<file path="config.mk">
export PLATFORM = sky130hd
export DESIGN_NAME = psram_port_arbiter
export DESIGN_NICKNAME = d
export VERILOG_FILES = /design/src/rtl/psram_pkg.sv /design/src/rtl/psram_rr_pick.sv /design/src/rtl/psram_port_arbiter.sv
export SDC_FILE = /design/constraint.sdc
export NUM_CORES = 1
export LEC_CHECK = 0
export ABC_AREA = 1
export BUFFER_PORTS_ARGS = -buffer_cell sky130_fd_sc_hd__buf_2
export CAP_MARGIN = 20
export CORE_MARGIN = 5
export CORE_UTILIZATION = 25
export DETAILED_ROUTE_END_ITERATION = 16
export GPL_TIMING_DRIVEN = 0
export MAX_ROUTING_LAYER = met4
export PLACE_DENSITY = 0.53
export SYNTH_ARGS = -nofsm -noshare
export SYNTH_HDL_FRONTEND = slang
export SYNTH_SLANG_ARGS = --single-unit
</file>
<file path="constraint.sdc">
create_clock -name clk -period 1.6 [get_ports clk]
set_clock_uncertainty 0.2 [all_clocks]
set_input_delay 0.24 -clock clk [delete_from_list [all_inputs] [get_ports clk]]
set_output_delay 0.24 -clock clk [all_outputs]
set_load 0.02 [all_outputs]
</file>
<file path="src/rtl/psram_pkg.sv">
// Shared types and constants for the PSRAM port arbiter.
// Latency: n/a (declarations only).
// Backpressure: n/a (declarations only).
package psram_pkg;

    // Channel sequencing states.
    typedef enum logic [1:0] {
        IDLE    = 2'd0,
        ISSUE   = 2'd1,
        RD_WAIT = 2'd2,
        WR_HOLD = 2'd3
    } state_t;

    // Which requester owns the transaction in flight.
    typedef enum logic {
        OWN_IF = 1'b0,
        OWN_D  = 1'b1
    } owner_t;

    localparam logic       CMD_RD    = 1'b0;
    localparam logic       CMD_WR    = 1'b1;
    localparam logic [3:0] MASK_NONE = 4'hF;

    // Everything latched at grant time except the address, whose width
    // depends on the top-level parameter.
    typedef struct packed {
        owner_t      owner;
        logic        we;
        logic [31:0] wdata;
        logic [3:0]  be;
    } txn_t;

    // 8-bit counter increment that sticks at 255 instead of wrapping.
    function automatic logic [7:0] sat_inc8(input logic [7:0] v);
        return (v == 8'hFF) ? v : v + 8'd1;
    endfunction

endpackage

</file>
<file path="src/rtl/psram_rr_pick.sv">
// Two-way round-robin selector between instruction fetch and data requester.
// Latency: purely combinational, zero cycles.
// Backpressure: none; caller qualifies req with its own readiness.
//
// Ports:
//   req[0] = ifetch request, req[1] = data request
//   last_grant = owner granted most recently
//   grant = one-hot (or zero) grant vector, same bit order as req
module psram_rr_pick
    import psram_pkg::*;
(
    input  logic [1:0] req,
    input  owner_t     last_grant,
    output logic [1:0] grant
);

    always_comb begin
        grant = req;
        // On a tie the requester that did not win last time goes first.
        if (req == 2'b11) begin
            grant = (last_grant == OWN_D) ? 2'b01 : 2'b10;
        end
    end

endmodule

</file>
<file path="src/rtl/psram_port_arbiter.sv">
// Shares one PSRAM channel between an ifetch reader and a data read/write port.
// Latency: ack in grant cycle, cmd_en next cycle, rvalid one cycle after mem_rd_valid.
// Backpressure: requests are held until acked; only one transaction in flight,
//               no grant while calib_done is low or outside IDLE.
//
// Ports:
//   clk, reset         user clock, synchronous active-high reset
//   calib_done         PSRAM calibration finished; gates all grants
//   if_*               ifetch port: req/addr in, ack/rdata/rvalid out
//   d_*                data port: req/we/addr/wdata/be in, ack/rdata/rvalid out
//   mem_*              PSRAM channel command interface
//   err_timeout        pulse when a read is abandoned without data
module psram_port_arbiter
    import psram_pkg::*;
#(
    parameter int ADDR_W     = 21,
    parameter int WR_CYCLES  = 14,  // must be 2..255
    parameter int RD_TIMEOUT = 64   // must be 2..255
) (
    input  logic              clk,
    input  logic              reset,
    input  logic              calib_done,
    input  logic              if_req,
    input  logic [ADDR_W-3:0] if_addr,
    output logic              if_ack,
    output logic [31:0]       if_rdata,
    output logic              if_rvalid,
    input  logic              d_req,
    input  logic              d_we,
    input  logic [ADDR_W-3:0] d_addr,
    input  logic [31:0]       d_wdata,
    input  logic [3:0]        d_be,
    output logic              d_ack,
    output logic [31:0]       d_rdata,
    output logic              d_rvalid,
    output logic              mem_cmd,
    output logic              mem_cmd_en,
    output logic [ADDR_W-1:0] mem_addr,
    output logic [31:0]       mem_wr_data,
    output logic [3:0]        mem_data_mask,
    input  logic [31:0]       mem_rd_data,
    input  logic              mem_rd_valid,
    output logic              err_timeout
);

    // Counter values on which the wait states end; the counter reads 1 in the
    // first cycle after cmd_en, so it equals cycles elapsed since cmd_en.
    localparam logic [7:0] RD_LAST = 8'(RD_TIMEOUT - 1);
    localparam logic [7:0] WR_LAST = 8'(WR_CYCLES - 1);

    state_t            state_q,     state_d;
    owner_t            last_q,      last_d;
    txn_t              txn_q,       txn_d;
    logic [ADDR_W-3:0] addr_q,      addr_d;
    logic [7:0]        cnt_q,       cnt_d;
    logic [31:0]       if_rdata_q,  if_rdata_d;
    logic [31:0]       d_rdata_q,   d_rdata_d;
    logic              if_rvalid_q, if_rvalid_d;
    logic              d_rvalid_q,  d_rvalid_d;
    logic              err_q,       err_d;

    logic [1:0] req_v;
    logic [1:0] grant;

    // Reset is folded in so the combinational acks stay low during reset.
    assign req_v = {d_req, if_req} & {2{calib_done & ~reset}};

    psram_rr_pick u_rr_pick (
        .req        (req_v),
        .last_grant (last_q),
        .grant      (grant)
    );

    always_comb begin
        state_d       = state_q;
        last_d        = last_q;
        txn_d         = txn_q;
        addr_d        = addr_q;
        cnt_d         = cnt_q;
        if_rdata_d    = if_rdata_q;
        d_rdata_d     = d_rdata_q;
        if_rvalid_d   = 1'b0;
        d_rvalid_d    = 1'b0;
        err_d         = 1'b0;
        if_ack        = 1'b0;
        d_ack         = 1'b0;
        mem_cmd_en    = 1'b0;
        mem_cmd       = CMD_RD;
        mem_addr      = '0;
        mem_wr_data   = '0;
        mem_data_mask = MASK_NONE;

        case (state_q)
            IDLE: begin
                if (grant[0]) begin
                    if_ack  = 1'b1;
                    last_d  = OWN_IF;
                    addr_d  = if_addr;
                    txn_d   = '{owner: OWN_IF, we: CMD_RD, wdata: '0, be: '0};
                    state_d = ISSUE;
                end else if (grant[1]) begin
                    d_ack  = 1'b1;
                    last_d = OWN_D;
                    // A write with no enabled bytes has nothing to do; it is
                    // acknowledged and the channel stays free.
                    if (!(d_we && (d_be == 4'h0))) begin
                        addr_d  = d_addr;
                        txn_d   = '{owner: OWN_D, we: d_we, wdata: d_wdata, be: d_be};
                        state_d = ISSUE;
                    end
                end
            end

            ISSUE: begin
                mem_cmd_en    = 1'b1;
                mem_cmd       = txn_q.we;
                mem_addr      = {addr_q, 2'b00};
                mem_wr_data   = txn_q.wdata;
                mem_data_mask = txn_q.we ? ~txn_q.be : 4'h0;
                cnt_d         = 8'd1;
                state_d       = txn_q.we ? WR_HOLD : RD_WAIT;
            end

            RD_WAIT: begin
                if (mem_rd_valid) begin
                    if (txn_q.owner == OWN_IF) begin
                        if_rdata_d  = mem_rd_data;
                        if_rvalid_d = 1'b1;
                    end else begin
                        d_rdata_d  = mem_rd_data;
                        d_rvalid_d = 1'b1;
                    end
                    state_d = IDLE;
                end else if (cnt_q >= RD_LAST) begin
                    err_d   = 1'b1;
                    state_d = IDLE;
                end else begin
                    cnt_d = sat_inc8(cnt_q);
                end
            end

            WR_HOLD: begin
                if (cnt_q >= WR_LAST) begin
                    state_d = IDLE;
                end else begin
                    cnt_d = sat_inc8(cnt_q);
                end
            end

            default: state_d = IDLE;
        endcase
    end

    always_ff @(posedge clk) begin
        if (reset) begin
            state_q     <= IDLE;
            last_q      <= OWN_D;
            txn_q       <= '0;
            addr_q      <= '0;
            cnt_q       <= '0;
            if_rdata_q  <= '0;
            d_rdata_q   <= '0;
            if_rvalid_q <= 1'b0;
            d_rvalid_q  <= 1'b0;
            err_q       <= 1'b0;
        end else begin
            state_q     <= state_d;
            last_q      <= last_d;
            txn_q       <= txn_d;
            addr_q      <= addr_d;
            cnt_q       <= cnt_d;
            if_rdata_q  <= if_rdata_d;
            d_rdata_q   <= d_rdata_d;
            if_rvalid_q <= if_rvalid_d;
            d_rvalid_q  <= d_rvalid_d;
            err_q       <= err_d;
        end
    end

    assign if_rdata    = if_rdata_q;
    assign if_rvalid   = if_rvalid_q;
    assign d_rdata     = d_rdata_q;
    assign d_rvalid    = d_rvalid_q;
    assign err_timeout = err_q;

endmodule

</file>
* Yosys cells after proc, flatten, opt, wreduce, memory -nomap -nowiden *
Cells that the tools add are included.

storage, ports and cells
  bits in registers = 135
  output and inout port bits = 128

cells by class
  $add $sub $neg = 1
  $lt $le $gt $ge = 2
  equality and inequality tests = 13
  multiplexer cells = 37
  bitwise gates (word level) = 7
  reduce and logical (&&, ||, !) cells = 13

operator list
  operator                                                                             number
  38-bit two-way mux                                                                   3
  19-bit two-way mux                                                                   3
  32-bit two-way mux                                                                   1
  8-bit two-way mux                                                                    4
  8-bit one-hot mux with 3 select lines                                                1
  21-bit two-way mux                                                                   1
  2-bit two-way mux                                                                    8
  1-bit two-way mux                                                                    13
  2-bit != test, second input constant                                                 5
  3-bit != test, second input constant                                                 3
  3-bit AND reduction                                                                  3
  8-bit by 1-bit adder with 8-bit output, second input constant                        1
  8-bit equality test, second input constant                                           1
  8-bit by 4-bit greater-or-equal comparator with 1-bit output, second input constant  1
  8-bit by 6-bit greater-or-equal comparator with 1-bit output, second input constant  1
  4-bit two-way mux                                                                    2
  2-bit one-hot mux with 4 select lines                                                1
  4-bit AND reduction                                                                  2
  2-bit equality test, second input constant                                           3
  3-bit OR reduction                                                                   2
  4-bit logical NOT                                                                    1
  1-bit inverter                                                                       4
  4-bit inverter                                                                       1
  3-bit nonzero test                                                                   1
  other kinds (7)                                                                      7

* Logic depth before layout (Yosys ltp) *
  word-level depth = 8
  depth in mapped cells = 12

* Cells and area by module *
Synthesis repeated with hierarchy kept, for this count alone.

unflattened totals
  cell total of the unflattened synthesis = 848
  area total of the unflattened synthesis = 5858.1 µm²

by module, submodules not included
  module              times used  cells each  area each (µm²)  seq. area each (µm²)
  psram_port_arbiter  1           843         5836.8           2702.6
  psram_rr_pick       1           5           21.3             0.0

* Worst setup path before layout *
Ideal clock, no wire load.

  path kind = register to output
  from = register state_q[0]
  to = output port mem_addr[10]
  arrival time = 1.384 ns
  data required time = 1.160 ns
  path slack = -0.224 ns
  stages on the path, launching flop included = 6
  path buffers = 1
  path through = dfxtp_1 -> inv_1 -> nor2_4 -> inv_2 -> buf_1 -> nor2_1

on the way
  cells in the longest elaborated chain, start to end = 2

RTL lines
  element                                         line                       text
  from (decl)                                     psram_port_arbiter.sv:51   state_t state_q, state_d;
  from (signal assigned)                          psram_port_arbiter.sv:167  state_q <= state_d;
  2-bit by 1-bit equality test with 1-bit output  psram_port_arbiter.sv:93   case (state_q)
  21-bit two-way mux                              psram_port_arbiter.sv:93
  to (decl)                                       psram_port_arbiter.sv:38   output logic [ADDR_W-1:0] mem_addr,

Every way passes these cells.

* Worst setup path in the final report *
  from = register state_q[0]
  to = output port mem_addr[19]

Same word-level chain as after synthesis.

==> results.txt <==
----------------------------------------------------
[Critical path]
  Slowest stage cell on the critical path ... dfxtp_4
  Data required time of the worst path ... 1.16 ns
  Critical-path cell list ... inv_4 -> nor2_4 -> inv_6 -> buf_12 -> nor2_4 -> buf_6
  Number of cells on the worst reg-to-reg path ... 10
  Crit path kind ... reg2out
  Largest delay contributor family on the critical path ... buffers and inverters
  Cell count along the critical path ... 6
  Largest driver fanout on the critical path ... 10
  WP data arrival ... between 1 and 1.5 ns
  Element type at the critical path end ... output pin
  Crit path buf inv count ... 4
  Worst Setup Start Kind ... flop
  Cell with the most instances on the worst path ... nor2_4
  Largest incremental delay on the critical path ... about 0.37 ns

[Floorplanning]
  Top-level I/O count ... 241
  Height of the chip ... about 160 um
  Core region area ... 23400 um2
  Starting Density ... between 20 and 30%
  Row cnt ... 56
  Width of the die ... 164.1 um
  Overall die area ... 26910 um2

[Drt]
  WL per Instance ... about 15 um
  Ratio of routed vias to standard cells ... between 4 and 5
  DR vias ... 6845
  Residual DRC ... 0
  Aggregate routed wire length ... 23210 um
  Antenna viol nets, final ... 0
  Number of DRC markers after the initial detailed-route iteration ... approximately 340
  Number of iterations in the first detailed-routing pass ... 6

[STA]
  Worst Hold Slack ... -0.002962 ns
  Final hold viol count ... 1
  Max-slew violation count ... 0
  Transition time at the pin with the least slew margin ... 0.6957 ns
  Setup repair after global routing missed its margin ... true
  Setup_tns ... -25.72 ns
  Final min period ... 1.898 ns
  Worst Slack Setup Final ... -0.2977 ns
  Portion of the clock cycle consumed by the worst path in the final layout ... 118.6%
  Worst slew margin relative to its limit ... 53.62%
  Setup violators final ... 174
  Fmax achieved ... 0.5269 GHz

[Final layout]
  Layout Nets ... 1341
  Synth-to-layout area growth ... 84.65%
  Design Area, Final ... 10960 um2
  Layout cell share with drive strength beyond 1 ... 41.76%
  Diodes inserted ... 0

[Clock network]
  Clock transition at the registers of the reported paths ... 0.07 ns
  Total clock buffers created by CTS ... 17
  Clock insertion delay at the later pin of the skew report ... 0.42 ns
  Total number of clock tree sinks ... 135
  Clock Tree Root ... clkbuf_16
  Number of H-tree levels ... 4
  Maximum buffer depth of the clock tree ... 2
  Clock tree from TritonCTS ... done

[Outcome]
  Failing checks ... negative hold slack, negative setup slack
  Status ... finished with violations

[Global routing]
  Number of antenna violations at the first check in global routing ... 0
  Via count of the first global-routing pass ... 6708
  Wire length of the first global-routing pass ... around 36000 um
  Maximum number of pins on one net before global-route repair ... 17
  Leftover overflow at the end of global routing ... 0
  Total track usage ... 17.34%

[Yosys]
  Register bit total from synthesis ... 135
  Gate count after technology mapping ... 833
  Summed instance area of the synthesized netlist ... 5933 um2
  Dominant register cell in the synthesized netlist ... dfxtp_1
  Number of warnings printed during yosys synthesis ... 0
  Asr flop ratio synth ... 0%
  Per-instance average area after synthesis ... 7.123 um2
  Number of enable-type register cells in the synthesized netlist ... 0
  Proportion of synthesized chip area in sequential cells ... 45.55%
  Library cells used by synthesis ... 33

[Power and ir drop]
  Max IR drop VDD ... 0.7107 mV
  Total chip power ... roughly 11 mW
  Reported leakage power ... 4.740 nW
  Pwr dens ... 1023 nW/um2

[Place]
  Worst setup timing slack at the placement stage ... -0.6044 ns
  Placed Instance Area ... 7923 um2
  Hpwl dp ... 15690 um
  Gp weighted congestion ... 0.8015
  Number of I/O port buffers ... 238

[Job]
  Max-capacitance violation count ... 0

[Hold path]
  Path category of the worst min-delay check ... in2reg
  Hold Path Cell Cnt ... 5

----------------------------------------------------
## state kept, by name, indices dropped and copies added (netlist names)
signal       cells
cnt_q            8
last_q           1
if_rvalid        1
d_rvalid         1
d_rdata         32
addr_q          19
txn_q           38
err_timeout      1
if_rdata        32
state_q          2
## routing by layer
metal / vias to the layer above / part of all wire [%] / track usage (%)
met2: 225 / 47 / 28.34
met5: - / 0 / -
met3: 24 / 7.5 / 5.044
met4: 0 / 1.4 / 3.889
li1: 3450 / - / -
met1: 3146 / 44 / 21.32
## repair_timing
item	CTS	global route
setup endpoints to repair	193	186
hold buffers	87	0
gates cloned	6	2
endpoints found under the hold margin	112	0
resized for setup	238	110
setup buffers	29	12
pin swaps	24	27
## metrics by stage
| stage | hold slack, ns | util [%] | instances |
|---|---|---|---|
| 6_report | -0.002962 | 46.81 | 1557 |
| 5_1_grt | 0.02210 | 46.81 | 1557 |
| 4_1_cts | 0.0009424 | 45.06 | 1544 |
| 3_5_place_dp | 0.2475 | 33.85 | 1391 |
| 3_3_place_gp | 0.2428 | 33.85 | 1391 |
| 2_1_floorplan | 0.1682 | - | 834 |
## cells in the mapped netlist, types with 2 or more instances
cell	n	share of area (%)
dfxtp_1	135	46
a21oi_1	62	5.2
nand2_1	133	8.4
nor2_1	198	13
buf_6	13	2.5
inv_4	2	0.21
inv_2	3	0.19
nor2_2	5	0.53
buf_2	10	0.84
inv_1	74	4.7
nor2_8	2	0.67
nand3_1	10	0.84
nand3_2	2	0.34
o21ai_1	5	0.42
ha_1	3	0.63
nor3_1	2	0.17
nand2_4	3	0.57
clkbuf_1	22	1.4
buf_4	5	0.63
nand4_1	39	4.1
buf_1	7	0.44
nor2_4	2	0.38
o21ai_0	86	7.3
## final cells by class
type	count	area (um2)
timing repair buffer	374	2942
sequential	135	2719
clock inverter	15	227.7
buffer	56	579.3
clock buffer	17	425.4
fill	2318	12450
inverter	79	334.1
tap	319	399.1
multi-input combinational	562	3329
## cell families after synthesis
logic type      count (synthesis)  share of synthesized area [%]
compound gates                154                          13.03
xor+xnor                        1                         0.1476
fa+ha+maj                       3                         0.6327
buf+inv                       137                          10.94
flops                         135                          45.55
other cells                     1                        0.06320
simple gates                  402                          29.63
## worst min-delay path: stages
cell and delay, ns:
buf_2 0.07, nand2_1 0.04, nand2_1 0.06, o21ai_1 0.07
a21oi_1 0.10
## placed cells by master (no fill, tap or decap), types with 6 or more instances in the layout
cell type | synthesis | routed
buf_4 | 5 | 39
o21ai_0 | 86 | 60
o21ai_1 | 5 | 22
dfxtp_1 | 135 | 130
buf_8 | 0 | 12
nand2_2 | 1 | 8
nand4_1 | 39 | 39
o21ai_2 | 0 | 8
clkbuf_16 | 0 | 18
inv_1 | 74 | 67
nand2_4 | 3 | 7
a21oi_2 | 0 | 6
dlygate4sd3_1 | 0 | 87
nor2_2 | 5 | 28
buf_2 | 10 | 184
a21oi_1 | 62 | 56
clkbuf_1 | 22 | 12
nor2_1 | 198 | 115
buf_12 | 0 | 9
nand2_1 | 133 | 120
buf_6 | 13 | 73
nor2_4 | 2 | 62
## report_power, final
part / switching [mW] / leakage (nW) / internal [mW]
clock: 1.78 / 0.319 / 2.56
sequential: 0.156 / 1.10 / 3.61
combinational: 1.73 / 3.32 / 1.37
## path summary, 6_finish.rpt
path,start,to,slack (ns)
worst max-delay path,state_q[0],mem_addr[19],-0.30
worst min-delay path,if_addr[2],addr_q[2],-0.003
worst max register to register,state_q[0],txn_q[23],-0.20
worst min register to register,last_q,last_q,0.26
Power figures use the tool's default switching activity.
